[config.mk]
export PLATFORM = sky130hd
export DESIGN_NAME = ps2_key_event
export DESIGN_NICKNAME = d
export VERILOG_FILES = /design/src/rtl/ps2_key_event.sv
export SDC_FILE = /design/constraint.sdc
export NUM_CORES = 1
export LEC_CHECK = 0
export ABC_AREA = 1
export CAP_MARGIN = 30
export CORE_UTILIZATION = 55
export DETAILED_ROUTE_END_ITERATION = 8
export GPL_TIMING_DRIVEN = 0
export PLACE_DENSITY = 0.81
export SLEW_MARGIN = 20
export SYNTH_ARGS = -nofsm -noshare
export SYNTH_HDL_FRONTEND = slang
export SYNTH_SLANG_ARGS = --single-unit
[constraint.sdc]
create_clock -name clk -period 4.65 [get_ports clk]
set_clock_uncertainty 0.2 [all_clocks]
set_input_delay 0.93 -clock clk [delete_from_list [all_inputs] [get_ports clk]]
set_output_delay 0.93 -clock clk [all_outputs]
set_load 0.01 [all_outputs]
[src/rtl/ps2_key_event.sv]
// Key-event decoder: pops PS/2 scancode bytes, folds E0/F0 prefixes into one
// event per key action, tracks Shift/Ctrl/CapsLock and counts fresh presses.
module ps2_key_event #(
  parameter int CNT_W = 8
) (
  input  logic             clk,
  input  logic             clrn,
  input  logic [7:0]       rx_data,
  input  logic             rx_ready,
  output logic             rx_nextdata_n,
  output logic             evt_valid,
  input  logic             evt_ready,
  output logic [7:0]       evt_code,
  output logic             evt_ext,
  output logic             evt_break,
  output logic             evt_repeat,
  output logic             shift_o,
  output logic             ctrl_o,
  output logic             caps_o,
  output logic [CNT_W-1:0] key_count
);

  typedef enum logic [1:0] {
    ST_IDLE   = 2'd0,
    ST_DECODE = 2'd1,
    ST_EMIT   = 2'd2
  } state_t;

  state_t           state_q, state_d;
  logic [7:0]       byte_q, byte_d;
  logic             ext_pend_q, ext_pend_d;
  logic             brk_pend_q, brk_pend_d;
  // {ext,code} of the held key; all-zero means nothing held (code 00 never decodes)
  logic [8:0]       held_q, held_d;
  logic [7:0]       code_q, code_d;
  logic             ext_q, ext_d;
  logic             brk_q, brk_d;
  logic             rep_q, rep_d;
  logic             lshift_q, lshift_d;
  logic             rshift_q, rshift_d;
  logic             lctrl_q, lctrl_d;
  logic             rctrl_q, rctrl_d;
  logic             caps_q, caps_d;
  logic [CNT_W-1:0] count_q, count_d;

  logic       pop;
  logic       is_discard;
  logic       is_fake_shift;
  logic [8:0] key;
  logic       is_rep;

  // Bytes that never form or prefix an event: BAT/ack/resend/echo/errors/pause lead-in
  assign is_discard = (byte_q == 8'hAA) || (byte_q == 8'hFA) || (byte_q == 8'hFE) ||
                      (byte_q == 8'hEE) || (byte_q == 8'h00) || (byte_q == 8'hFF) ||
                      (byte_q == 8'hE1);
  assign is_fake_shift = ext_pend_q && ((byte_q == 8'h12) || (byte_q == 8'h59));
  assign key    = {ext_pend_q, byte_q};
  assign is_rep = !brk_pend_q && (key == held_q);

  // Next-state, byte classification and event/modifier bookkeeping
  always_comb begin
    state_d    = state_q;
    byte_d     = byte_q;
    ext_pend_d = ext_pend_q;
    brk_pend_d = brk_pend_q;
    held_d     = held_q;
    code_d     = code_q;
    ext_d      = ext_q;
    brk_d      = brk_q;
    rep_d      = rep_q;
    lshift_d   = lshift_q;
    rshift_d   = rshift_q;
    lctrl_d    = lctrl_q;
    rctrl_d    = rctrl_q;
    caps_d     = caps_q;
    count_d    = count_q;
    pop        = 1'b0;
    case (state_q)
      ST_IDLE: begin
        if (rx_ready) begin
          pop     = 1'b1;
          byte_d  = rx_data;
          state_d = ST_DECODE;
        end
      end
      ST_DECODE: begin
        state_d = ST_IDLE;
        if (byte_q == 8'hE0) begin
          ext_pend_d = 1'b1;
        end else if (byte_q == 8'hF0) begin
          brk_pend_d = 1'b1;
        end else if (is_discard || is_fake_shift) begin
          ext_pend_d = 1'b0;
          brk_pend_d = 1'b0;
        end else begin
          code_d     = byte_q;
          ext_d      = ext_pend_q;
          brk_d      = brk_pend_q;
          rep_d      = is_rep;
          ext_pend_d = 1'b0;
          brk_pend_d = 1'b0;
          state_d    = ST_EMIT;
          if (!brk_pend_q && !is_rep) begin
            held_d  = key;
            count_d = count_q + CNT_W'(1);
            if (byte_q == 8'h58) caps_d = ~caps_q;
          end else if (brk_pend_q && (key == held_q)) begin
            held_d = 9'd0;
          end
          if (byte_q == 8'h12) lshift_d = !brk_pend_q;
          if (byte_q == 8'h59) rshift_d = !brk_pend_q;
          if (byte_q == 8'h14) begin
            if (ext_pend_q) rctrl_d = !brk_pend_q;
            else            lctrl_d = !brk_pend_q;
          end
        end
      end
      ST_EMIT: begin
        if (evt_ready) state_d = ST_IDLE;
      end
      default: state_d = ST_IDLE;
    endcase
  end

  // State register; reset drops any pending event, prefixes and held key
  always_ff @(posedge clk or posedge clrn) begin
    if (clrn) begin
      state_q    <= ST_IDLE;
      byte_q     <= 8'h00;
      ext_pend_q <= 1'b0;
      brk_pend_q <= 1'b0;
      held_q     <= 9'd0;
      code_q     <= 8'h00;
      ext_q      <= 1'b0;
      brk_q      <= 1'b0;
      rep_q      <= 1'b0;
      lshift_q   <= 1'b0;
      rshift_q   <= 1'b0;
      lctrl_q    <= 1'b0;
      rctrl_q    <= 1'b0;
      caps_q     <= 1'b0;
      count_q    <= '0;
    end else begin
      state_q    <= state_d;
      byte_q     <= byte_d;
      ext_pend_q <= ext_pend_d;
      brk_pend_q <= brk_pend_d;
      held_q     <= held_d;
      code_q     <= code_d;
      ext_q      <= ext_d;
      brk_q      <= brk_d;
      rep_q      <= rep_d;
      lshift_q   <= lshift_d;
      rshift_q   <= rshift_d;
      lctrl_q    <= lctrl_d;
      rctrl_q    <= rctrl_d;
      caps_q     <= caps_d;
      count_q    <= count_d;
    end
  end

  // Pop strobe is masked while reset is held so the receiver never loses a byte
  assign rx_nextdata_n = ~(pop & ~clrn);
  assign evt_valid     = (state_q == ST_EMIT);
  assign evt_code      = code_q;
  assign evt_ext       = ext_q;
  assign evt_break     = brk_q;
  assign evt_repeat    = rep_q;
  assign shift_o       = lshift_q | rshift_q;
  assign ctrl_o        = lctrl_q | rctrl_q;
  assign caps_o        = caps_q;
  assign key_count     = count_q;

endmodule

# After elaboration in Yosys (flattened, before gate mapping)
# Index checks and enable logic that the tools add are counted.
# W data, S select, Z words.
[totals]
wordCells = 86
reg_bits = 45
[op_classes]
muxes = 13
n_eq_ne = 18
n_addsub = 1
bitwise_logic = 10
reduce_logical = 29
[op_table]
columns = ["cell", "n"]
rows = [
  ["$eq A8 B8 Y1 const B", 8],
  ["$reduce_and A5 Y1", 4],
  ["$mux W9", 2],
  ["$reduce_and A6 Y1", 3],
  ["$eq A8 B5 Y1 const B", 2],
  ["$eq A8 B7 Y1 const B", 2],
  ["$mux W2", 5],
  ["$eq A9 B9 Y1", 1],
  ["$add A8 B1 Y8 const B", 1],
  ["$logic_not A8 Y1", 1],
  ["$logic_or A1 B1 Y1", 8],
  ["$reduce_and A2 Y1", 4],
  ["$not A1 Y1", 7],
  ["$pmux W2 S3", 1],
  ["$mux W1", 5],
  ["$logic_and A1 B1 Y1", 4],
  ["$ne A2 B2 Y1 const B", 2],
  ["$reduce_and A4 Y1", 1],
  ["$eq A2 B1 Y1 const B", 1],
  ["$eq A2 B2 Y1 const B", 1],
  ["$logic_not A1 Y1", 2],
  ["$logic_not A2 Y1", 1],
  ["$ne A2 B1 Y1 const B", 1],
  ["$or A1 B1 Y1", 2],
  ["other kinds (2)", 2],
]

# Longest topological paths before layout
# Gate-level depths: netlist of run 1.
[logic_depth]
ltp_word = 12
ltp_mapped = 13
depth_no_buf = 12

# Least setup slack after synthesis of run 1
# No wires, ideal clock.
[synth_path]
path_type = "input -> output"
startpoint = "input port clrn"
endpoint = "output port rx_nextdata_n"
arrival_time_ns = 2.131
path_stages = 2
required_ns = 3.520
path_slack_ns = 1.389
cell_sequence = "inv_1 nand2_1"
[synth_via]
elab_chain_len = 3
[synth_rtl]
columns = ["element", "line", "text"]
rows = [
  ["start: declaration", "7", "input logic clrn,"],
  ["$not A1 Y1", "163", "assign rx_nextdata_n = ~(pop & ~clrn);"],
  ["$and A1 B1 Y1", "163", ""],
  ["$not A1 Y1", "163", ""],
  ["end: declaration", "10", "output logic rx_nextdata_n,"],
]
# Every way passes these cells.

# Worst setup path after layout of run 1
[layout_path]
startpoint = "input port rx_ready"
endpoint = "output port rx_nextdata_n"
[layout_via]
elab_chain_len = 4
[layout_rtl]
columns = ["element", "line", "text"]
rows = [
  ["start: declaration", "9", "input logic rx_ready,"],
  ["$mux W1", "80", "if (rx_ready) begin"],
  ["$mux W1", "78", "case (state_q)"],
  ["$and A1 B1 Y1", "163", ""],
  ["$not A1 Y1", "163", ""],
]
# Every way passes these cells.

==> results of run 1 <==
-- layout make-up --
class | count | area (um2) | share of cell area
timing repair buffer | 36 | 370 | 0.125
clock buffer | 7 | 86.3 | 0.0290
sequential | 45 | 1130 | 0.379
multi-input combinational | 218 | 1120 | 0.378
buffer | 12 | 83.8 | 0.0282
tap | 50 | 62.6 | 0.0210
inverter | 32 | 120 | 0.0404
-- power by group through the flow --
stage               sequential [W]  clock, W  combinational [W]
detailed placement        0.000635         0           0.000892
CTS                       0.000626  0.000248           0.000897
global placement          0.000627         0           0.000871
floorplan                 0.000640         0           0.000582
global route              0.000644  0.000260           0.000993
finish                    0.000628  0.000241           0.000893
-- worst max-delay path by stage --
| stage | startpoint | endpoint | slack, ns |
|---|---|---|---|
| finish | rx_ready | rx_nextdata_n | 0.98 |
| global route | rx_ready | rx_nextdata_n | 0.85 |
| CTS | rx_ready | rx_nextdata_n | 0.96 |
| detailed placement | rx_ready | rx_nextdata_n | 0.96 |
| global placement | clrn | rx_nextdata_n | 0.23 |
| floorplan | clrn | rx_nextdata_n | 1.39 |
-- layout by cell type (no fill, tap or decap), drive strengths merged --
cell type       n
nor3            4
nand3b          1
ha              3
clkinv          1
buf            11
o21ai          23
a21oi           3
nor2           32
a211oi          1
clkbuf          9
clkdlybuf4s50  35
nand4          16
or2             2
nand2          99
inv            31
nand3          19
o31ai           1
xnor2           9
dfrtp          45
xor2            5
-- per-layer routing --
metal | routed length (um) | vias to the layer above | track usage
met1 | 2530 | 974 | 0.325
li1 | - | 1054 | -
met2 | 2610 | 37 | 0.438
met5 | 0 | - | 0
met3 | 167 | 5 | 0.0493
met4 | 51 | 0 | 0.0561
-- metrics by stage --
step | instances | total power (W)
detailed placement | 393 | 0.00153
global route | 400 | 0.00190
CTS | 400 | 0.00177
finish | 400 | 0.00176
global placement | 392 | 0.00150
floorplan | 307 | 0.00122
-- cells by family after synthesis --
kind of cell,Yosys count,synth area share
buffers and inverters,44,0.0831
AO/OA/AOI/OAI,28,0.0744
AND/OR/NAND/NOR,173,0.319
adder cells (fa/ha/maj),3,0.0153
XOR/XNOR,14,0.0500
flip-flops,45,0.459
-- worst max-delay path, cell delays in order --
cell,delay (ns)
clkdlybuf4s50_1,0.45
nand3_1,0.07
clkinv_1,0.16
clkbuf_1,0.35
nand2_1,0.09
clkdlybuf4s50_1,0.49
-- registers in the layout, indices dropped and copies added, names as in the netlist, 2 cells and up --
signal     count
key_count      8
evt_code       8
byte_q         8
state_q        2
held_q         9
-- cell usage after synthesis --
master | n | share of area
o21ai_2 | 10 | 0.036
nand2_2 | 2 | 0.0051
nor3_1 | 3 | 0.0061
nand2_4 | 2 | 0.0092
nand3b_2 | 1 | 0.0046
nor2_8 | 1 | 0.0082
inv_1 | 22 | 0.034
nor2_4 | 1 | 0.0046
o31ai_1 | 1 | 0.0031
nor2_2 | 1 | 0.0026
or2_2 | 2 | 0.0051
nand4_1 | 16 | 0.041
clkbuf_1 | 2 | 0.0031
nand3_1 | 19 | 0.039
buf_2 | 4 | 0.0082
nand2_1 | 95 | 0.15
nor2_1 | 29 | 0.044
dfrtp_1 | 45 | 0.46
buf_6 | 3 | 0.014
nor3_2 | 1 | 0.0041
ha_1 | 3 | 0.015
xor2_1 | 5 | 0.018
a21oi_1 | 3 | 0.0061
o21ai_1 | 3 | 0.0061
inv_2 | 9 | 0.014
clkinv_1 | 1 | 0.0015
buf_4 | 3 | 0.0092
a211oi_1 | 1 | 0.0031
o21ai_0 | 10 | 0.020
xnor2_1 | 9 | 0.032
==> out/results.txt, run 1 <==
outcome -> finished clean
Layout Nets -> 365
DIE AREA -> 0.00473 mm2
Critical Path Fanout Max -> 10
FP Rows -> 23
clock slew at reported path FFs -> 0.08 ns
Hold/Removal Path Class -> reg2reg
Clk Latency, worst-skew pair -> 0.29 ns
final hold slack -> 0.279 ns
VDD IR-drop max -> 378 uV
initial antenna violation count -> 0
WHS Endpoint -> rshift_q
number of global-route vias before repair -> 1,904
Gate Count Post-Synth -> 307
largest net degree at the start of global routing -> 29
Hold Vio Cnt, Final -> 0
Max Cap Violations -> 0
Fillers -> 343
PD cells -> 592 mW/mm2
CTS buffer count -> 5
fin crit period -> 3.67 ns
Least-Margin Pin Slew -> 0.596 ns
clock sinks -> 45
final setup vio count -> 0
DRT iter0 DRCs -> 86
initial core utilization -> 0.592
net count after synthesis -> 322
# diodes -> 0
Worst setup EP type -> primary output
Comb pwr share -> 0.507
Mapped Area -> 0.00245 mm2
Reg2Reg Depth -> 10
CP arrival -> 2.54 ns
first-pass GRT wire length -> 8730 um
setup TNS -> 0 ns
hold-fix buffers at CTS -> 0
Switching Fraction -> 0.428
global route overflow -> 0
postcts setup bufs -> 0
part of the power in registers -> 0.356
gp weighted congestion -> 0.890
htree depth -> 2
Syn-to-layout area delta -> 21.2%
wire per inst -> 13.4 um
dpl ws -> 0.958 ns
flops & latches, synth -> 45
worst flop-to-flop path endpoint -> key_count[2]
fin crit share -> 0.789
Final ANT Viol Nets -> 0
GRT Resource Usage Total -> 0.253
max_slew headroom -> 0.601
Core Area -> 0.00414 mm2
Yosys cell types -> 30
clock power share -> 0.137
setup slack, reg-to-reg -> 2.22 ns
Initial DRT Pass Iterations -> 4
final core utilization -> 0.718
Detailed Place HPWL -> 4130 um
DR vias/cell -> 5.18
CP required -> 3.52 ns
placed inst area -> 0.00289 mm2
IO Count -> 36
Leak Pwr -> 1.47 nW
sequential cell area fraction in the yosys report -> 0.459
RSZ-0062 raised after global routing -> no
Peak Freq -> 0.272 GHz
Synth Warn # -> 0
Final Max Slew Viols -> 0
worst setup margin -> 0.980 ns
hold depth -> 2
root buf cell -> clkbuf_8
post-CTS sizing -> 0
hold_sp -> rshift_q
fraction of layout cells with a size suffix above 1 -> 0.137
Remaining DRCs -> 0
Vias -> 2,070
fin area -> 0.00297 mm2
Mean Syn Cell Area -> 8.00 um2
CTS tree -> yes
Internal -> 0.00101 W
NetSw -> 0.000754 W
Worst R2R Start -> ext_pend_q
Setup crit start kind -> input pin
critical path type -> in2out
Max Root-Sink Buffers -> 2
WL final -> 5360 um
IO buf count -> 35
Die Ht -> 68.8 um
Die Wd -> 68.8 um
No activity file was read; power rests on OpenSTA's default activity.
==> run 2, diff against run 1 <==
Settings changed: CORE_UTILIZATION 55 to 54, PLACE_DENSITY 0.81 to 0.79.
Clock period 4.65 ns to 3.39 ns, I/O delays scaled along.
==> out/results.txt, run 2 (synthesis gave the netlist of run 1 again) <==
Overall Power -> 0.00251 W (was 0.00176 W)
Hold/Removal Path Class -> reg2reg (unchanged)
DIE AREA -> 0.00482 mm2 (was 0.00473 mm2)
Core Area -> 0.00435 mm2 (was 0.00414 mm2)
commonest cells after routing, fill and taps aside -> 95 x nand2_1, 45 x dfrtp_1, 35 x clkdlybuf4s50_1, 29 x nor2_1, 21 x inv_1 (unchanged)
Final Max Slew Viols -> 0 (unchanged)
max_slew headroom -> 0.608 (was 0.601)
worst flop-to-flop path endpoint -> held_q[1] (was key_count[2])
clock slew at reported path FFs -> 0.08 ns (about the same)
hold depth -> 2 (unchanged)
initial core utilization -> 0.564 (was 0.592)
Worst setup EP type -> primary output (unchanged)
global route overflow -> 0 (unchanged)
Reg2Reg Depth -> 9 (was 10)
CP arrival -> 2.32 ns (was 2.54 ns)
Peak Freq -> 0.313 GHz
final core utilization -> 0.691 (was 0.718)
FP Rows -> 24 (was 23)
number of global-route vias before repair -> 2,131 (was 1,904)
Most flops, register -> held_q (unchanged)
CP required -> 2.51 ns (was 3.52 ns)
WL met3 -> 287 um (was 167 um)
final setup vio count -> 0 (unchanged)
max incr delay on CP -> 0.53 ns (was 0.49 ns)
final hold slack -> 0.283 ns (was 0.279 ns)
largest net degree at the start of global routing -> 28 (was 29)
CTS tree -> yes (unchanged)
hold_sp -> evt_code[1] (was rshift_q)
IO Count -> 36 (unchanged)
post-CTS sizing -> 0 (unchanged)
clock sinks -> 45 (unchanged)
DR WL met2 -> 2620 um (was 2610 um)
Least-Margin Pin Slew -> 0.586 ns (was 0.596 ns)
most common cell after layout, fill and taps aside -> nand2_1 (unchanged)
WHS Endpoint -> evt_code[1] (was rshift_q)
fin crit period -> 3.20 ns
Fillers -> 369 (was 343)
Hold Vio Cnt, Final -> 0 (unchanged)
fin crit share -> 0.943
initial antenna violation count -> 0 (unchanged)
Cell Chain, Critical Path -> clkdlybuf4s50_1 -> nand3_1 -> clkinv_1 -> clkbuf_1 -> nand2_1 -> clkdlybuf4s50_1 (unchanged)
Remaining DRCs -> 0 (unchanged)
PD cells -> 836 mW/mm2 (was 592 mW/mm2)
DRT iter0 DRCs -> 163 (was 86)
critical path type -> in2out (unchanged)
Vias -> 2,170 (was 2,070)
setup TNS -> 0 ns (unchanged)
Initial DRT Pass Iterations -> 4 (unchanged)
Post-Layout Cell Count -> 403 (was 400)
gp weighted congestion -> 0.866 (was 0.890)
GRT Resource Usage Total -> 0.256 (was 0.253)
number of flip-flops in the largest register -> 9 (unchanged)
htree depth -> 2 (unchanged)
WL final -> 5600 um (was 5360 um)
Setup crit start kind -> input pin (unchanged)
Clk Latency, worst-skew pair -> 0.30 ns (was 0.29 ns)
VDD IR-drop max -> 423 uV (was 378 uV)
DR vias/cell -> 5.38 (was 5.18)
Crit-path slowest cell -> clkdlybuf4s50_1 (unchanged)
root buf cell -> clkbuf_8 (unchanged)
Inst Count DP -> 395 (was 393)
Die Ht -> 69.4 um (was 68.8 um)
Max Cap Violations -> 0 (unchanged)
fraction of layout cells with a size suffix above 1 -> 0.140 (was 0.137)
RSZ-0062 raised after global routing -> no (unchanged)
CTS buffer count -> 5 (unchanged)
Leak Pwr -> 1.48 nW (was 1.47 nW)
Die Wd -> 69.4 um (was 68.8 um)
IO buf count -> 35 (unchanged)
outcome -> finished clean (unchanged)
highest routed layer -> met4 (unchanged)
Syn-to-layout area delta -> 22.5% (was 21.2%)
Max Root-Sink Buffers -> 2 (unchanged)
hold-fix buffers at CTS -> 0 (unchanged)
Final ANT Viol Nets -> 0 (unchanged)
# diodes -> 0 (unchanged)
Layout Nets -> 365 (unchanged)
setup slack, reg-to-reg -> 0.98 ns (was 2.22 ns)
Detailed Place HPWL -> 4150 um (was 4130 um)
Critical Path Fanout Max -> 10 (unchanged)
crit-path most repeated cell -> clkdlybuf4s50_1 (unchanged)
wire per inst -> 13.9 um (was 13.4 um)
first-pass GRT wire length -> 9810 um (was 8730 um)
postcts setup bufs -> 0 (unchanged)
Worst R2R Start -> byte_q[4] (was ext_pend_q)
met1 WL -> 2540 um (was 2530 um)
-- run 2: cell count changes in the layout (fill, tap and decap cells not counted) --
| cell | delta |
|---|---|
| bufinv_16 | +1 |
-- run 2: worst max path at each step --
stage | from | cells after the start | slack, ns | end
4_1_cts | rx_ready | 6 | 0.18 | rx_nextdata_n
3_3_place_gp | clrn | 4 | -0.54 | rx_nextdata_n
3_5_place_dp | rx_ready | 6 | 0.19 | rx_nextdata_n
2_1_floorplan | clrn | 2 | 0.63 | rx_nextdata_n
6_report | rx_ready | 6 | 0.19 | rx_nextdata_n
5_1_grt | rx_ready | 6 | 0.09 | rx_nextdata_n
-- run 2: area by class of cell --
type	instances	area, um2	share of cell area
sequential	45	1130	0.375
multi-input combinational	218	1120	0.374
timing repair buffer	36	370	0.123
inverter	32	120	0.0400
clock buffer	7	86.3	0.0287
buffer	12	83.8	0.0279
tap	52	65.1	0.0216
clock inverter	1	30.0	0.00999
-- run 2: metrics by stage --
step	setup WS (ns)	cell area, um2
after floorplan	0.633	2450
after global placement	-0.538	2870
after detailed placement	0.185	2890
after CTS	0.175	3010
after global routing	0.0919	3010
final	0.193	3010
-- run 2: where the power goes --
group          total [W]  internal, W  switching, W
Clock           0.000422     0.000240      0.000182
Sequential      0.000860     0.000723      0.000137
Combinational    0.00123     0.000498      0.000733
Total            0.00251      0.00146       0.00105
-- run 2: layer usage --
layer / up-vias / track usage
li1: 1059 / -
met1: 1027 / 0.334
met2: 69 / 0.421
met3: 15 / 0.0538
met4: 0 / 0.0930
met5: - / 0
-- run 2: critical path, delay by kind of cell --
kind | cells | cell delay, ns
simple gates | 2 | 0.20
buf+inv | 4 | 1.44
